`config.mk`:
```
export PLATFORM = sky130hd
export DESIGN_NAME = peer_link_rx
export DESIGN_NICKNAME = d
export VERILOG_FILES = /design/src/rtl/peer_link_pkg.sv /design/src/rtl/peer_link_sync.sv /design/src/rtl/peer_link_rx.sv
export SDC_FILE = /design/constraint.sdc
export NUM_CORES = 1
export LEC_CHECK = 0
export CAP_MARGIN = 0
export CORE_ASPECT_RATIO = 0.9
export CORE_MARGIN = 5
export CORE_UTILIZATION = 52
export DETAILED_ROUTE_END_ITERATION = 12
export PLACE_DENSITY = 0.75
export SETUP_SLACK_MARGIN = 0.05
export SLEW_MARGIN = 20
export SYNTH_ARGS = -nofsm -noshare
export SYNTH_HDL_FRONTEND = slang
export SYNTH_SLANG_ARGS = --single-unit
```
`constraint.sdc`:
```
create_clock -name clk -period 1.9 [get_ports clk]
set_input_delay 0.285 -clock clk [delete_from_list [all_inputs] [get_ports clk]]
set_output_delay 0.285 -clock clk [all_outputs]
set_load 0.02 [all_outputs]
```
`src/rtl/peer_link_pkg.sv`:
```
// Shared definitions for the board-to-board game link (frame layout, FSM states).
package peer_link_pkg;

    localparam int FRAME_BITS  = 13;
    localparam int DATA_BITS   = 10;

    localparam int SCORE_LSB   = 0;
    localparam int STATE_LSB   = 6;
    localparam int ADDLINE_BIT = 9;

    localparam int SCORE_W     = 6;
    localparam int STATE_W     = 3;

    typedef enum logic [2:0] {
        HUNT,
        IDLE,
        START,
        DATA,
        PARITY,
        STOP
    } pl_state_e;

    // Even parity: the parity bit that makes the total count of ones even.
    function automatic logic even_parity(input logic [DATA_BITS-1:0] d);
        return ^d;
    endfunction

endpackage

```
`src/rtl/peer_link_sync.sv`:
```
// Two-flop synchronizer for the peer serial line plus falling-edge detect.
module peer_link_sync (
    input  logic clk,
    input  logic rst,
    input  logic line_i,
    output logic line_o,
    output logic fall_o
);

    logic meta_q;
    logic sync_q;
    logic prev_q;

    // Idle-high line: resetting to 1 avoids a false start edge after reset.
    always_ff @(posedge clk) begin
        if (rst) begin
            meta_q <= 1'b1;
            sync_q <= 1'b1;
            prev_q <= 1'b1;
        end else begin
            meta_q <= line_i;
            sync_q <= meta_q;
            prev_q <= sync_q;
        end
    end

    assign line_o = sync_q;
    assign fall_o = prev_q & ~sync_q;

endmodule

```
`src/rtl/peer_link_rx.sv`:
```
// Peer link receiver: 13-bit frames into score/state/add-line outputs.
// Optional watchdog enabled by defining PEER_LINK_TIMEOUT_EN.
module peer_link_rx
    import peer_link_pkg::*;
#(
    parameter int CLKS_PER_BIT   = 400,
    parameter int TIMEOUT_CYCLES = 40000000
) (
    input  logic               clk,
    input  logic               rst,
    input  logic               rx_line,
    output logic [SCORE_W-1:0] score_in,
    output logic [STATE_W-1:0] state_in,
    output logic               add_line_req,
    output logic               frame_valid,
    output logic               frame_err,
    output logic               link_alive
);

    localparam int CW = $clog2(FRAME_BITS * CLKS_PER_BIT + 1);
    localparam logic [CW-1:0] HUNT_END = CW'(FRAME_BITS * CLKS_PER_BIT - 1);
    localparam logic [CW-1:0] HALF_END = CW'(CLKS_PER_BIT / 2 - 1);
    localparam logic [CW-1:0] BIT_END  = CW'(CLKS_PER_BIT - 1);
    localparam logic [3:0]    LAST_BIT = 4'(DATA_BITS - 1);

    logic line;
    logic fall;

    pl_state_e state_q, state_d;
    logic [CW-1:0]        cnt_q, cnt_d;
    logic [3:0]           bit_q, bit_d;
    logic [DATA_BITS-1:0] shift_q, shift_d;
    logic                 par_q, par_d;
    logic [SCORE_W-1:0]   score_q, score_d;
    logic [STATE_W-1:0]   stat_q, stat_d;
    logic                 alive_q, alive_d;
    logic                 valid_q, valid_d;
    logic                 err_q, err_d;
    logic                 add_q, add_d;
    logic                 bit_tick;
    logic                 wd_sat;

    peer_link_sync u_sync (
        .clk    (clk),
        .rst    (rst),
        .line_i (rx_line),
        .line_o (line),
        .fall_o (fall)
    );

    assign bit_tick = (cnt_q == BIT_END);

`ifdef PEER_LINK_TIMEOUT_EN
    localparam int WW = $clog2(TIMEOUT_CYCLES + 1);
    localparam logic [WW-1:0] WD_MAX = WW'(TIMEOUT_CYCLES);

    logic [WW-1:0] wd_q, wd_d;

    assign wd_sat = (wd_q == WD_MAX);

    always_comb begin
        wd_d = wd_q;
        if (valid_d) begin
            wd_d = '0;
        end else if (!wd_sat) begin
            wd_d = wd_q + WW'(1);
        end
    end

    always_ff @(posedge clk) begin
        if (rst) begin
            wd_q <= '0;
        end else begin
            wd_q <= wd_d;
        end
    end
`else
    logic unused_timeout;

    assign wd_sat         = 1'b0;
    assign unused_timeout = ^TIMEOUT_CYCLES;
`endif

    always_comb begin
        state_d = state_q;
        cnt_d   = cnt_q + CW'(1);
        bit_d   = bit_q;
        shift_d = shift_q;
        par_d   = par_q;
        score_d = score_q;
        stat_d  = stat_q;
        alive_d = alive_q;
        valid_d = 1'b0;
        err_d   = 1'b0;
        add_d   = 1'b0;

        unique case (state_q)
            HUNT: begin
                if (!line) begin
                    cnt_d = '0;
                end else if (cnt_q == HUNT_END) begin
                    cnt_d   = '0;
                    state_d = IDLE;
                end
            end
            IDLE: begin
                cnt_d = '0;
                if (fall) begin
                    bit_d   = '0;
                    state_d = START;
                end
            end
            START: begin
                if (cnt_q == HALF_END) begin
                    cnt_d   = '0;
                    state_d = line ? IDLE : DATA;
                end
            end
            DATA: begin
                if (bit_tick) begin
                    cnt_d   = '0;
                    shift_d = {line, shift_q[DATA_BITS-1:1]};
                    bit_d   = bit_q + 4'd1;
                    if (bit_q == LAST_BIT) begin
                        state_d = PARITY;
                    end
                end
            end
            PARITY: begin
                if (bit_tick) begin
                    cnt_d   = '0;
                    par_d   = line;
                    state_d = STOP;
                end
            end
            STOP: begin
                if (bit_tick) begin
                    cnt_d = '0;
                    if (line && (even_parity(shift_q) == par_q)) begin
                        score_d = shift_q[SCORE_LSB +: SCORE_W];
                        stat_d  = shift_q[STATE_LSB +: STATE_W];
                        alive_d = 1'b1;
                        valid_d = 1'b1;
                        add_d   = shift_q[ADDLINE_BIT];
                        state_d = IDLE;
                    end else begin
                        err_d   = 1'b1;
                        state_d = HUNT;
                    end
                end
            end
            default: begin
                cnt_d   = '0;
                state_d = HUNT;
            end
        endcase

        // A silent peer drops the link; score is kept for display.
        if (wd_sat && !valid_d) begin
            alive_d = 1'b0;
            stat_d  = '0;
        end
    end

    always_ff @(posedge clk) begin
        if (rst) begin
            state_q <= HUNT;
            cnt_q   <= '0;
            bit_q   <= '0;
            shift_q <= '0;
            par_q   <= 1'b0;
            score_q <= '0;
            stat_q  <= '0;
            alive_q <= 1'b0;
            valid_q <= 1'b0;
            err_q   <= 1'b0;
            add_q   <= 1'b0;
        end else begin
            state_q <= state_d;
            cnt_q   <= cnt_d;
            bit_q   <= bit_d;
            shift_q <= shift_d;
            par_q   <= par_d;
            score_q <= score_d;
            stat_q  <= stat_d;
            alive_q <= alive_d;
            valid_q <= valid_d;
            err_q   <= err_d;
            add_q   <= add_d;
        end
    end

    assign score_in     = score_q;
    assign state_in     = stat_q;
    assign add_line_req = add_q;
    assign frame_valid  = valid_q;
    assign frame_err    = err_q;
    assign link_alive   = alive_q;

endmodule

```
==> load_flow_metrics.sql, run 1 <==
INSERT INTO impl_metrics (metric_group, metric, value, unit) VALUES
('synth', 'yosys_most_used_dff', 'sky130_fd_sc_hd__dfxtp_1', ''),
('detailed_routing', 'remaining_drc_errors', '0', ''),
('worst_hold_path', 'min-delay-path-class', 'register to register', ''),
('placed_design', 'post-place-cells', '306', ''),
('clock_tree', 'tritoncts', 'built', ''),
('cells_and_area', 'final-instance-count-excl-fill', '319', ''),
('grt', 'first_global_vias', '1630', ''),
('grt', 'grt_pass1_wl', '7665', 'microns'),
('floorplan', 'design.die.area', '5610', 'sq um'),
('clock_tree', 'htreeDepth', '2', ''),
('grt', 'gr_usage_total', '0.1704', ''),
('clock_tree', 'cts.path.max_buffers', '2', ''),
('detailed_routing', 'drt_iter0_drc', '170', ''),
('synth', 'synthesis_stage_register_bit_count', '47', ''),
('placed_design', 'io_buffer_count', '15', ''),
('synth', 'synth-seq-area-share', '0.4297', ''),
('sta', 'max_clock_freq', '554.0', 'MHz'),
('placed_design', 'dp.final_hpwl', '3117', 'microns'),
('cells_and_area', 'post-route-cell-area', '2694', 'sq um'),
('detailed_routing', 'wl_per_cell', '15.48', 'microns'),
('run_status', 'outcome', 'complete, no violations', ''),
('floorplan', 'floorplan.io_pins', '16', ''),
('cells_and_area', 'n_antenna_cell', '0', ''),
('critical_path', 'cpLargestDelayFamily', 'compound AO/OA/AOI/OAI gates', ''),
('synth', 'synth_area_leaders', 'sky130_fd_sc_hd__dfxtp_1 43%, sky130_fd_sc_hd__a21oi_1 5.5%, sky130_fd_sc_hd__o31ai_1 4.1%, sky130_fd_sc_hd__xnor2_1 4.0%, sky130_fd_sc_hd__xor2_1 4.0%', ''),
('clock_tree', 'ctsRootBufferMaster', 'sky130_fd_sc_hd__clkbuf_8', ''),
('critical_path', 'criticalPathCategory', 'register to register', ''),
('detailed_routing', 'detailedRoute.firstPassIterationCount', '4', ''),
('critical_path', 'worst-endpoint-arrival', '2000', 'ps'),
('pwr', 'irDropWorstVdd', '0.4693', 'mV'),
('clock_tree', 'cts-buffers-inserted', '5', ''),
('sta', 'worst_slew_margin_rel', '0.5778', ''),
('synth', 'yosys.area.top_type_share', '0.4297', ''),
('clock_tree', 'clkSlewWorstSetupHoldPaths', '90', 'ps'),
('synth', 'synth-edff-count', '0', ''),
('sta', 'timing.final.hold_violations', '0', ''),
('floorplan', 'floorplan.initialDensity', '0.5375', ''),
('critical_path', 'cp_data_required_time', '2090', 'ps'),
('critical_path', 'setup_crit_end_kind', 'register', ''),
('cells_and_area', 'drive_above_1_share', '0.2214', ''),
('synth', 'synthesis.instances', '244', ''),
('detailed_routing', 'viasPerCell', '5.765', ''),
('cells_and_area', 'area_growth', '23.03', '%'),
('critical_path', 'crit_path_max_incr_delay', '380', 'ps'),
('critical_path', 'cp-start-kind', 'register', ''),
('synth', 'cell_type_contributing_the_most_total_cell_area_after_synthesis', 'sky130_fd_sc_hd__dfxtp_1', ''),
('pwr', 'power', '0.001831', 'W'),
('detailed_routing', 'final_antenna_net_count', '0', ''),
('clock_tree', 'cts.sink_count', '47', ''),
('synth', 'synth_top_cells_by_count', '47 x sky130_fd_sc_hd__dfxtp_1, 24 x sky130_fd_sc_hd__a21oi_1, 21 x sky130_fd_sc_hd__nor2_1', ''),
('grt', 'grt_max_degree', '25', ''),
('synth', 'synth_cell_types', '42', ''),
('floorplan', 'chipWidth', '78.40', 'microns'),
('synth', 'ys_async_sr_fraction', '0', ''),
('sta', 'clock-skew-final', '8.597', 'ps'),
('floorplan', 'rows', '22', ''),
('placed_design', 'gpl_wtd_cong', '0.7977', ''),
('cells_and_area', 'num-nets-final', '276', ''),
('sta', 'worst_pin_slew', '628.0', 'ps'),
('critical_path', 'critPathBufInv', '0', ''),
('synth', 'synthMostInstantiatedCell', 'sky130_fd_sc_hd__dfxtp_1', ''),
('floorplan', 'floorplan.die.height', '71.56', 'microns'),
('sta', 'setup_violations', '0', ''),
('detailed_routing', 'vias', '1839', ''),
('floorplan', 'floorplan.core_area', '4074', 'sq um'),
('sta', 'drv_slew', '0', ''),
('sta', 'grt_setup_unrepaired', 'yes', ''),
('critical_path', 'cp_slowest_cell', 'sky130_fd_sc_hd__o31ai_1', ''),
('sta', 'min_period_over_period', '0.9500', ''),
('synth', 'yosysWarnings', '0', ''),
('synth', 'synth_fp_nets', '250', '');
## power breakdown
part | internal [W] | leakage (nW) | switching [W] | total, W
clock | 0.000256 | 0.0402 | 0.000351 | 0.000607
combinational | 0.0000947 | 0.558 | 0.0000973 | 0.000192
sequential | 0.00101 | 0.383 | 0.0000263 | 0.00103
## metal layers
| metal | global-route usage | vias up | part of all wire |
|---|---|---|---|
| li1 | - | 925 | - |
| met1 | 0.2522 | 859 | 0.48 |
| met2 | 0.2386 | 49 | 0.44 |
| met3 | 0.03643 | 6 | 0.059 |
| met4 | 0.07184 | 0 | 0.015 |
| met5 | 0 | - | 0 |
## worst paths after layout
check	to	cells past startpoint	slack, ps	from
worst max register to register	state_q[2]	6	90	cnt_q[0]
worst min-delay path	u_sync.line_o	1	430	u_sync.meta_q
worst min register to register	u_sync.line_o	1	430	u_sync.meta_q
worst max-delay path	state_q[2]	6	90	cnt_q[0]
## registers in the layout, indices dropped and copies added, names as in the netlist
signal,count
cnt_q,13
shift_q,10
score_in,6
bit_q,4
state_in,3
state_q,3
add_line_req,1
frame_err,1
frame_valid,1
link_alive,1
par_q,1
u_sync.line_o,1
u_sync.meta_q,1
u_sync.prev_q,1
## metrics by stage
step,setup TNS [ps],util,hold WS (ps)
finish,0,0.6612,426.6
global route,-2.939,0.6612,437.9
CTS,0,0.6256,428.1
detailed placement,-24.52,0.6023,406.1
global placement,0,0.6023,401.0
floorplan,0,-,388.8
## cell families (layout without fill, tap and decap cells)
| family | after synthesis | count (layout) | share of synthesized area |
|---|---|---|---|
| AOI/OAI and AO/OA | 53 | 53 | 0.1514 |
| xor gates and xnor gates | 23 | 24 | 0.1091 |
| buffers and inverters | 22 | 48 | 0.04114 |
| muxes | 3 | 3 | 0.01429 |
| adders and majority gates | 3 | 3 | 0.01714 |
| and+or+nand+nor | 93 | 93 | 0.2371 |
| DFF | 47 | 47 | 0.4297 |
## layout make-up
cell class              count  area, sq um
fillers                   337         1380
repair buffers             33        311.5
clock inverters             3        20.02
inverters                   7        26.28
flip-flops and latches     47        949.7
well taps                  48        60.06
multi-input cells         176         1257
clock buffers               5        68.82
## what timing repair did
| item | CTS | global route |
|---|---|---|
| pin swaps | 0 | 10 |
| hold buffers | 0 | 0 |
| buffers inserted | 0 | 3 |
| endpoints found under the setup margin | 1 | 38 |
| gates resized for setup | 3 | 22 |
| gates cloned | 0 | 2 |
| endpoints found under the hold margin | 0 | 0 |
## cells in the final DEF (no fill, tap or decap), types with 3 or more instances in the layout
cell type,Yosys,routed
sky130_fd_sc_hd__inv_1,6,6
sky130_fd_sc_hd__nand3_1,12,11
sky130_fd_sc_hd__xnor2_2,1,3
sky130_fd_sc_hd__nand2_1,15,15
sky130_fd_sc_hd__nor2_1,21,20
sky130_fd_sc_hd__or3_1,4,3
sky130_fd_sc_hd__xnor2_1,10,8
sky130_fd_sc_hd__o21ai_0,10,10
sky130_fd_sc_hd__o31ai_1,12,11
sky130_fd_sc_hd__clkdlybuf4s50_1,0,15
sky130_fd_sc_hd__nor3_1,7,7
sky130_fd_sc_hd__a21oi_1,24,23
sky130_fd_sc_hd__buf_4,1,14
sky130_fd_sc_hd__dfxtp_1,47,40
sky130_fd_sc_hd__xor2_1,10,9
sky130_fd_sc_hd__dfxtp_2,0,7
sky130_fd_sc_hd__and4b_1,5,5
sky130_fd_sc_hd__or2_2,3,3
sky130_fd_sc_hd__and3_1,7,6
sky130_fd_sc_hd__nand4_1,9,9
sky130_fd_sc_hd__clkbuf_8,0,5
Power figures use the tool's default switching activity.
==> inputs of run 2 (changes only) <==
CAP_MARGIN = default   (was 0)
CORE_UTILIZATION = 35   (was 52)
PLACE_DENSITY = default   (was 0.75)
==> load_flow_metrics.sql, run 2 (synthesis results as in run 1) <==
INSERT INTO impl_metrics (metric_group, metric, value, unit) VALUES
('run_status', 'outcome', 'complete, no violations', ''),
('clock_tree', 'cts_hold_repair.buffers', '0', ''),
('pwr', 'irDropWorstVdd', '0.5511', 'mV'),
('worst_hold_path', 'worstHoldStart', 'u_sync.meta_q', ''),
('placed_design', 'placed_area', '2547', 'sq um'),
('grt', 'grt_pass1_wl', '8204', 'microns'),
('cells_and_area', 'fill_cells', '600', ''),
('critical_path', 'cp-start-kind', 'register', ''),
('sta', 'min_period_over_period', '0.9536', ''),
('cells_and_area', 'num-nets-final', '281', ''),
('pwr', 'p_per_area', '687.0', 'nW/um^2'),
('clock_tree', 'cts-buffers-inserted', '5', ''),
('floorplan', 'floorplan.die.height', '85.04', 'microns'),
('placed_design', 'place_ws', '68.09', 'ps'),
('critical_path', 'worst-endpoint-arrival', '1990', 'ps'),
('detailed_routing', 'viasPerCell', '5.061', ''),
('critical_path', 'setup_crit_end_kind', 'register', ''),
('placed_design', 'io_buffer_count', '15', ''),
('critical_path', 'reg2reg_depth', '5', ''),
('floorplan', 'design.die.area', '7940', 'sq um'),
('worst_hold_path', 'min_to', 'u_sync.line_o', ''),
('flow_run', 'drv_cap', '0', ''),
('detailed_routing', 'wirelength', '5080', 'microns'),
('clock_tree', 'tritoncts', 'built', ''),
('worst_hold_path', 'min-delay-path-class', 'register to register', ''),
('clock_tree', 'ctsRootBufferMaster', 'sky130_fd_sc_hd__clkbuf_8', ''),
('floorplan', 'floorplan.io_pins', '16', ''),
('cells_and_area', 'largest_reg_flops', '13', ''),
('critical_path', 'cp_slowest_cell', 'sky130_fd_sc_hd__xor3_1', ''),
('grt', 'gr_usage_total', '0.1243', ''),
('cells_and_area', 'mostFrequentLayoutCells', '42 x sky130_fd_sc_hd__dfxtp_1, 23 x sky130_fd_sc_hd__a21oi_1, 20 x sky130_fd_sc_hd__nor2_1', ''),
('cells_and_area', 'layout.area.seq', '949.7', 'sq um'),
('critical_path', 'cp_data_required_time', '2080', 'ps'),
('floorplan', 'rows', '27', ''),
('sta', 'period_needed', '1812', 'ps'),
('placed_design', 'gpl_wtd_cong', '0.7593', ''),
('critical_path', 'crit_path_max_incr_delay', '540', 'ps'),
('sta', 'drv_slew', '0', ''),
('worst_hold_path', 'min_path_cells', '1', ''),
('detailed_routing', 'wl_per_cell', '13.99', 'microns'),
('sta', 'setup_slack', '88.08', 'ps'),
('critical_path', 'criticalPathCategory', 'register to register', ''),
('sta', 'grt_setup_unrepaired', 'yes', ''),
('detailed_routing', 'remaining_drc_errors', '0', ''),
('floorplan', 'floorplan.core_area', '6115', 'sq um'),
('sta', 'timing.final.hold_violations', '0', ''),
('cells_and_area', 'final-instance-count-excl-fill', '363', ''),
('sta', 'max_clock_freq', '551.9', 'MHz'),
('cells_and_area', 'mostFrequentLayoutCell', 'sky130_fd_sc_hd__dfxtp_1', ''),
('floorplan', 'chipWidth', '93.38', 'microns'),
('cells_and_area', 'drive_above_1_share', '0.2500', ''),
('critical_path', 'maximum_fanout_count_along_the_critical_path', '4', ''),
('pwr', 'power', '0.001956', 'W'),
('clock_tree', 'clk-insertion-delay-late', '290', 'ps'),
('sta', 'worst_pin_slew', '449.4', 'ps'),
('clock_tree', 'cts.sink_count', '47', ''),
('detailed_routing', 'detailedRoute.firstPassIterationCount', '4', ''),
('sta', 'setup_violations', '0', ''),
('grt', 'grt_max_degree', '25', ''),
('critical_path', 'timing.reg2reg.setup_slack', '90', 'ps'),
('grt', 'first_global_vias', '1741', ''),
('critical_path', 'crit_chain', 'xor2_2 > xnor2_2 > xor3_1 > o31ai_1 > a21oi_1', ''),
('critical_path', 'rr_endpoint', 'score_in[3]', ''),
('clock_tree', 'cts.path.max_buffers', '2', ''),
('critical_path', 'reg2reg_from', 'par_q', ''),
('cells_and_area', 'area_growth', '30.00', '%'),
('grt', 'antenna_found_initial', '0', ''),
('floorplan', 'floorplan.initialDensity', '0.3581', ''),
('sta', 'worst_slew_margin_rel', '0.6986', ''),
('clock_tree', 'htreeDepth', '2', ''),
('grt', 'overflow', '0', ''),
('cells_and_area', 'post-route-cell-area', '2846', 'sq um'),
('pwr', 'cellLeakagePower', '1.035', 'nW'),
('detailed_routing', 'final_antenna_net_count', '0', ''),
('sta', 'clock-skew-final', '8.128', 'ps'),
('detailed_routing', 'vias', '1837', ''),
('cells_and_area', 'n_antenna_cell', '0', ''),
('detailed_routing', 'drt_iter0_drc', '110', ''),
('clock_tree', 'clkSlewWorstSetupHoldPaths', '90', 'ps'),
('placed_design', 'dp.final_hpwl', '3276', 'microns'),
('placed_design', 'post-place-cells', '351', ''),
('cells_and_area', 'largest_register', 'cnt_q', ''),
('cells_and_area', 'area_occupied_by_multi_input_gates', '1299', 'sq um');
-- run 2: per-layer routing --
layer / up-vias / routed length, microns / track usage
met2: 30 / 2272 / 0.1818
met4: 0 / 29 / 0.02397
li1: 933 / - / -
met3: 2 / 225 / 0.03369
met5: - / 0 / 0
met1: 872 / 2553 / 0.1833
-- run 2: per-stage QoR --
step	hold WS (ps)	setup TNS (ps)	utilization
after detailed placement	395.2	0	0.4166
after CTS	416.9	0	0.4352
after global placement	392.3	0	0.4166
after global routing	441.7	-12.63	0.4655
final	416.9	0	0.4655
after floorplan	388.8	0	-
-- run 2: final cells by class --
cell class / count / area share
Clock inverter: 3 / 0.01538
Multi-Input combinational cell: 176 / 0.4563
Sequential cell: 47 / 0.3336
Timing Repair Buffer: 38 / 0.1231
Clock buffer: 5 / 0.02418
Inverter: 7 / 0.009231
Tap cell: 87 / 0.03824
-- run 2: report_power, final --
part / total [W] / switching [W] / internal (W)
Combinational: 0.000187 / 0.0000996 / 0.0000875
Sequential: 0.00104 / 0.0000285 / 0.00101
Clock: 0.000732 / 0.000340 / 0.000392
-- run 2: worst max-delay path, delay by kind of cell, from the launching register on --
kind | cells | cell delay [ps]
compound gates | 2 | 420
xor+xnor | 3 | 930
flops | 1 | 350
-- run 2: what timing repair did --
action	4_1_cts	5_1_grt
setup endpoints to repair	1	41
resized for setup	1	32
cloned	0	2
pin swaps	0	6
hold endpoints to repair	0	0
buffers inserted	0	2
-- run 2: how the worst max path moves through the flow --
stage / slack (ps) / to / from
final: 90 / score_in[3] / par_q
after global routing: -10 / score_in[3] / cnt_q[1]
after CTS: 60 / bit_q[0] / cnt_q[1]
after detailed placement: 70 / add_line_req / shift_q[7]
after global placement: 40 / add_line_req / shift_q[0]
after floorplan: 50 / cnt_q[6] / cnt_q[0]
==> inputs of run 3 (changes only) <==
ABC_AREA = 1   (was default)
SKIP_CTS_REPAIR_TIMING = 1   (was default)
==> load_flow_metrics.sql, run 3 <==
INSERT INTO impl_metrics (metric_group, metric, value, unit) VALUES
('run_status', 'outcome', 'complete, no violations', ''),
('sta', 'setup-tns-final', '0', 'ps'),
('synth', 'synthesis.instances', '321', ''),
('worst_hold_path', 'min_to', 'u_sync.line_o', ''),
('synth', 'synth_area_leaders', 'sky130_fd_sc_hd__dfxtp_1 40%, sky130_fd_sc_hd__nand2_1 12%, sky130_fd_sc_hd__nor2_1 7.8%, sky130_fd_sc_hd__inv_1 6.1%, sky130_fd_sc_hd__a211oi_1 3.5%', ''),
('clock_tree', 'ctsRootBufferMaster', 'sky130_fd_sc_hd__clkbuf_8', ''),
('critical_path', 'cp_slowest_cell', 'sky130_fd_sc_hd__dfxtp_1', ''),
('pwr', 'irDropWorstVdd', '0.3005', 'mV'),
('cells_and_area', 'area_growth', '19.83', '%'),
('sta', 'drv_slew', '0', ''),
('floorplan', 'floorplan.io_pins', '16', ''),
('worst_hold_path', 'min-delay-path-class', 'register to register', ''),
('synth', 'yosys_most_used_dff', 'sky130_fd_sc_hd__dfxtp_1', ''),
('clock_tree', 'cts.path.max_buffers', '2', ''),
('floorplan', 'floorplan.initialDensity', '0.3592', ''),
('placed_design', 'placed_area', '2615', 'sq um'),
('synth', 'ys_async_sr_fraction', '0', ''),
('placed_design', 'dp.final_hpwl', '3221', 'microns'),
('cells_and_area', 'fill_cells', '649', ''),
('flow_run', 'drv_cap', '0', ''),
('grt', 'grt_pass1_wl', '7686', 'microns'),
('grt', 'overflow', '0', ''),
('grt', 'first_global_vias', '1694', ''),
('cells_and_area', 'num-nets-final', '352', ''),
('critical_path', 'worst-endpoint-arrival', '1900', 'ps'),
('cells_and_area', 'mostFrequentLayoutCells', '76 x sky130_fd_sc_hd__nand2_1, 47 x sky130_fd_sc_hd__nor2_1, 46 x sky130_fd_sc_hd__dfxtp_1', ''),
('critical_path', 'crit_chain', 'ha_4 > nand2_1 > nor2_1 > nand3_1 > o21ai_2 > nand3_2 > o21ai_4 > buf_12 > nor3b_1', ''),
('critical_path', 'rr_endpoint', 'cnt_q[3]', ''),
('sta', 'worst_slew_margin_rel', '0.6761', ''),
('cells_and_area', 'largest_reg_flops', '13', ''),
('sta', 'worst_pin_slew', '485.2', 'ps'),
('critical_path', 'maximum_fanout_count_along_the_critical_path', '13', ''),
('detailed_routing', 'final_antenna_net_count', '0', ''),
('detailed_routing', 'wl_per_cell', '10.93', 'microns'),
('cells_and_area', 'drive_above_1_share', '0.1763', ''),
('synth', 'synth_fp_nets', '327', ''),
('grt', 'gr_usage_total', '0.1143', ''),
('floorplan', 'rows', '28', ''),
('cells_and_area', 'n_antenna_cell', '0', ''),
('clock_tree', 'clkSlewWorstSetupHoldPaths', '90', 'ps'),
('critical_path', 'crit_path_max_incr_delay', '380', 'ps'),
('grt', 'grt_max_degree', '22', ''),
('critical_path', 'cp-start-kind', 'register', ''),
('floorplan', 'design.die.area', '8467', 'sq um'),
('critical_path', 'setup_crit_end_kind', 'register', ''),
('synth', 'yosys.area.top_type_share', '0.3998', ''),
('synth', 'cell_type_contributing_the_most_total_cell_area_after_synthesis', 'sky130_fd_sc_hd__dfxtp_1', ''),
('clock_tree', 'tritoncts', 'built', ''),
('synth', 'yosysWarnings', '0', ''),
('clock_tree', 'htreeDepth', '2', ''),
('cells_and_area', 'layout.area.seq', '942.2', 'sq um'),
('sta', 'timing.final.hold_violations', '0', ''),
('synth', 'synth-seq-area-share', '0.3998', ''),
('synth', 'synthMostInstantiatedCell', 'sky130_fd_sc_hd__nand2_1', ''),
('pwr', 'cellLeakagePower', '1.233', 'nW'),
('synth', 'synth_area_per_cell', '7.332', 'sq um'),
('synth', 'synth.cell_area', '2354', 'sq um'),
('critical_path', 'cp_data_required_time', '2100', 'ps'),
('detailed_routing', 'vias', '1924', ''),
('clock_tree', 'clk-insertion-delay-late', '300', 'ps'),
('cells_and_area', 'final-instance-count-excl-fill', '436', ''),
('sta', 'period_needed', '1705', 'ps'),
('cells_and_area', 'post-route-cell-area', '2820', 'sq um'),
('detailed_routing', 'viasPerCell', '4.413', ''),
('critical_path', 'timing.reg2reg.setup_slack', '200', 'ps'),
('sta', 'min_period_over_period', '0.8972', ''),
('sta', 'grt_setup_unrepaired', 'no', ''),
('synth', 'synth-edff-count', '0', ''),
('placed_design', 'place_ws', '151.5', 'ps'),
('cells_and_area', 'mostFrequentLayoutCell', 'sky130_fd_sc_hd__nand2_1', ''),
('detailed_routing', 'drt_iter0_drc', '61', ''),
('cells_and_area', 'area_occupied_by_multi_input_gates', '1256', 'sq um'),
('placed_design', 'gpl_wtd_cong', '0.7725', ''),
('floorplan', 'chipWidth', '96.44', 'microns'),
('critical_path', 'criticalPathCategory', 'register to register', ''),
('worst_hold_path', 'min_path_cells', '1', ''),
('critical_path', 'reg2reg_depth', '9', ''),
('cells_and_area', 'largest_register', 'cnt_q', ''),
('placed_design', 'io_buffer_count', '15', ''),
('placed_design', 'post-place-cells', '424', ''),
('sta', 'clock-skew-final', '4.425', 'ps'),
('worst_hold_path', 'worstHoldStart', 'u_sync.meta_q', ''),
('sta', 'final.hold.worst_slack', '414.7', 'ps'),
('floorplan', 'floorplan.core_area', '6551', 'sq um'),
('sta', 'max_clock_freq', '586.6', 'MHz'),
('sta', 'setup_violations', '0', ''),
('synth', 'synth_cell_types', '36', ''),
('floorplan', 'floorplan.die.height', '87.80', 'microns'),
('synth', 'synthesis_stage_register_bit_count', '47', ''),
('detailed_routing', 'detailedRoute.firstPassIterationCount', '4', ''),
('detailed_routing', 'wirelength', '4767', 'microns'),
('critical_path', 'reg2reg_from', 'cnt_q[1]', ''),
('clock_tree', 'cts-buffers-inserted', '5', ''),
('pwr', 'p_per_area', '708.2', 'nW/um^2'),
('detailed_routing', 'remaining_drc_errors', '0', ''),
('synth', 'synth_top_cells_by_count', '76 x sky130_fd_sc_hd__nand2_1, 49 x sky130_fd_sc_hd__nor2_1, 47 x sky130_fd_sc_hd__dfxtp_1', ''),
('grt', 'antenna_found_initial', '0', ''),
('sta', 'setup_slack', '195.4', 'ps'),
('clock_tree', 'cts.sink_count', '47', '');
[run 3: changes by cell type after synthesis, sizes merged, moves of 8 or more]
cell,previous run,this run
nand2,15,80
inv,6,45
nor2,21,60
a21oi,24,10
o31ai,12,0
xnor2,11,1
a211oi,2,11
clkbuf,10,2
[run 3: cell families (layout without fill, tap and decap cells)]
group,Yosys count,after routing,synth area share
compound gates,30,30,0.08240
xor+xnor,7,7,0.02605
fa+ha+maj,3,3,0.01595
buf+inv,54,77,0.09836
flops,47,47,0.3998
simple gates,180,182,0.3775
[run 3: worst max-delay path: cells and delay by family (launching register included)]
kind / cells / cell delay (ps)
buf+inv: 1 / 160
simple gates: 5 / 590
compound gates: 2 / 280
fa+ha+maj: 1 / 170
flops: 1 / 380
[run 3: worst max-delay path by stage]
stage | startpoint | to
floorplan | cnt_q[0] | cnt_q[5]
global placement | cnt_q[0] | state_q[2]
detailed placement | cnt_q[0] | cnt_q[12]
CTS | cnt_q[0] | cnt_q[12]
global route | shift_q[4] | state_in[0]
finish | cnt_q[1] | cnt_q[3]
[run 3: per-layer routing]
metal  vias to the layer above  GRT usage  part of all wire
met4                         0    0.03822             0.010
met3                         5    0.03265             0.040
met1                       828     0.1559              0.52
met2                        29     0.1737              0.43
met5                         -          0                 0
li1                       1062          -                 -
[run 3: area by class of cell]
type                    count  area share
multi-input cells         222      0.4454
inverters                  46     0.06122
clock inverters             2     0.01331
repair buffers             24     0.08163
clock buffers               5     0.02440
well taps                  90     0.03993
flip-flops and latches     47      0.3341
[run 3: through the flow]
stage / utilization / total power, W
finish: 0.4305 / 0.001997
global route: 0.4305 / 0.002082
CTS: 0.4154 / 0.001995
detailed placement: 0.3992 / 0.001268
global placement: 0.3992 / 0.001266
floorplan: - / 0.001213
[run 3: where the power goes]
part           switching [W]  internal (W)  leakage, nW
Combinational       0.000133     0.0000874        0.803
Clock               0.000347      0.000385       0.0502
Sequential         0.0000330       0.00101        0.380
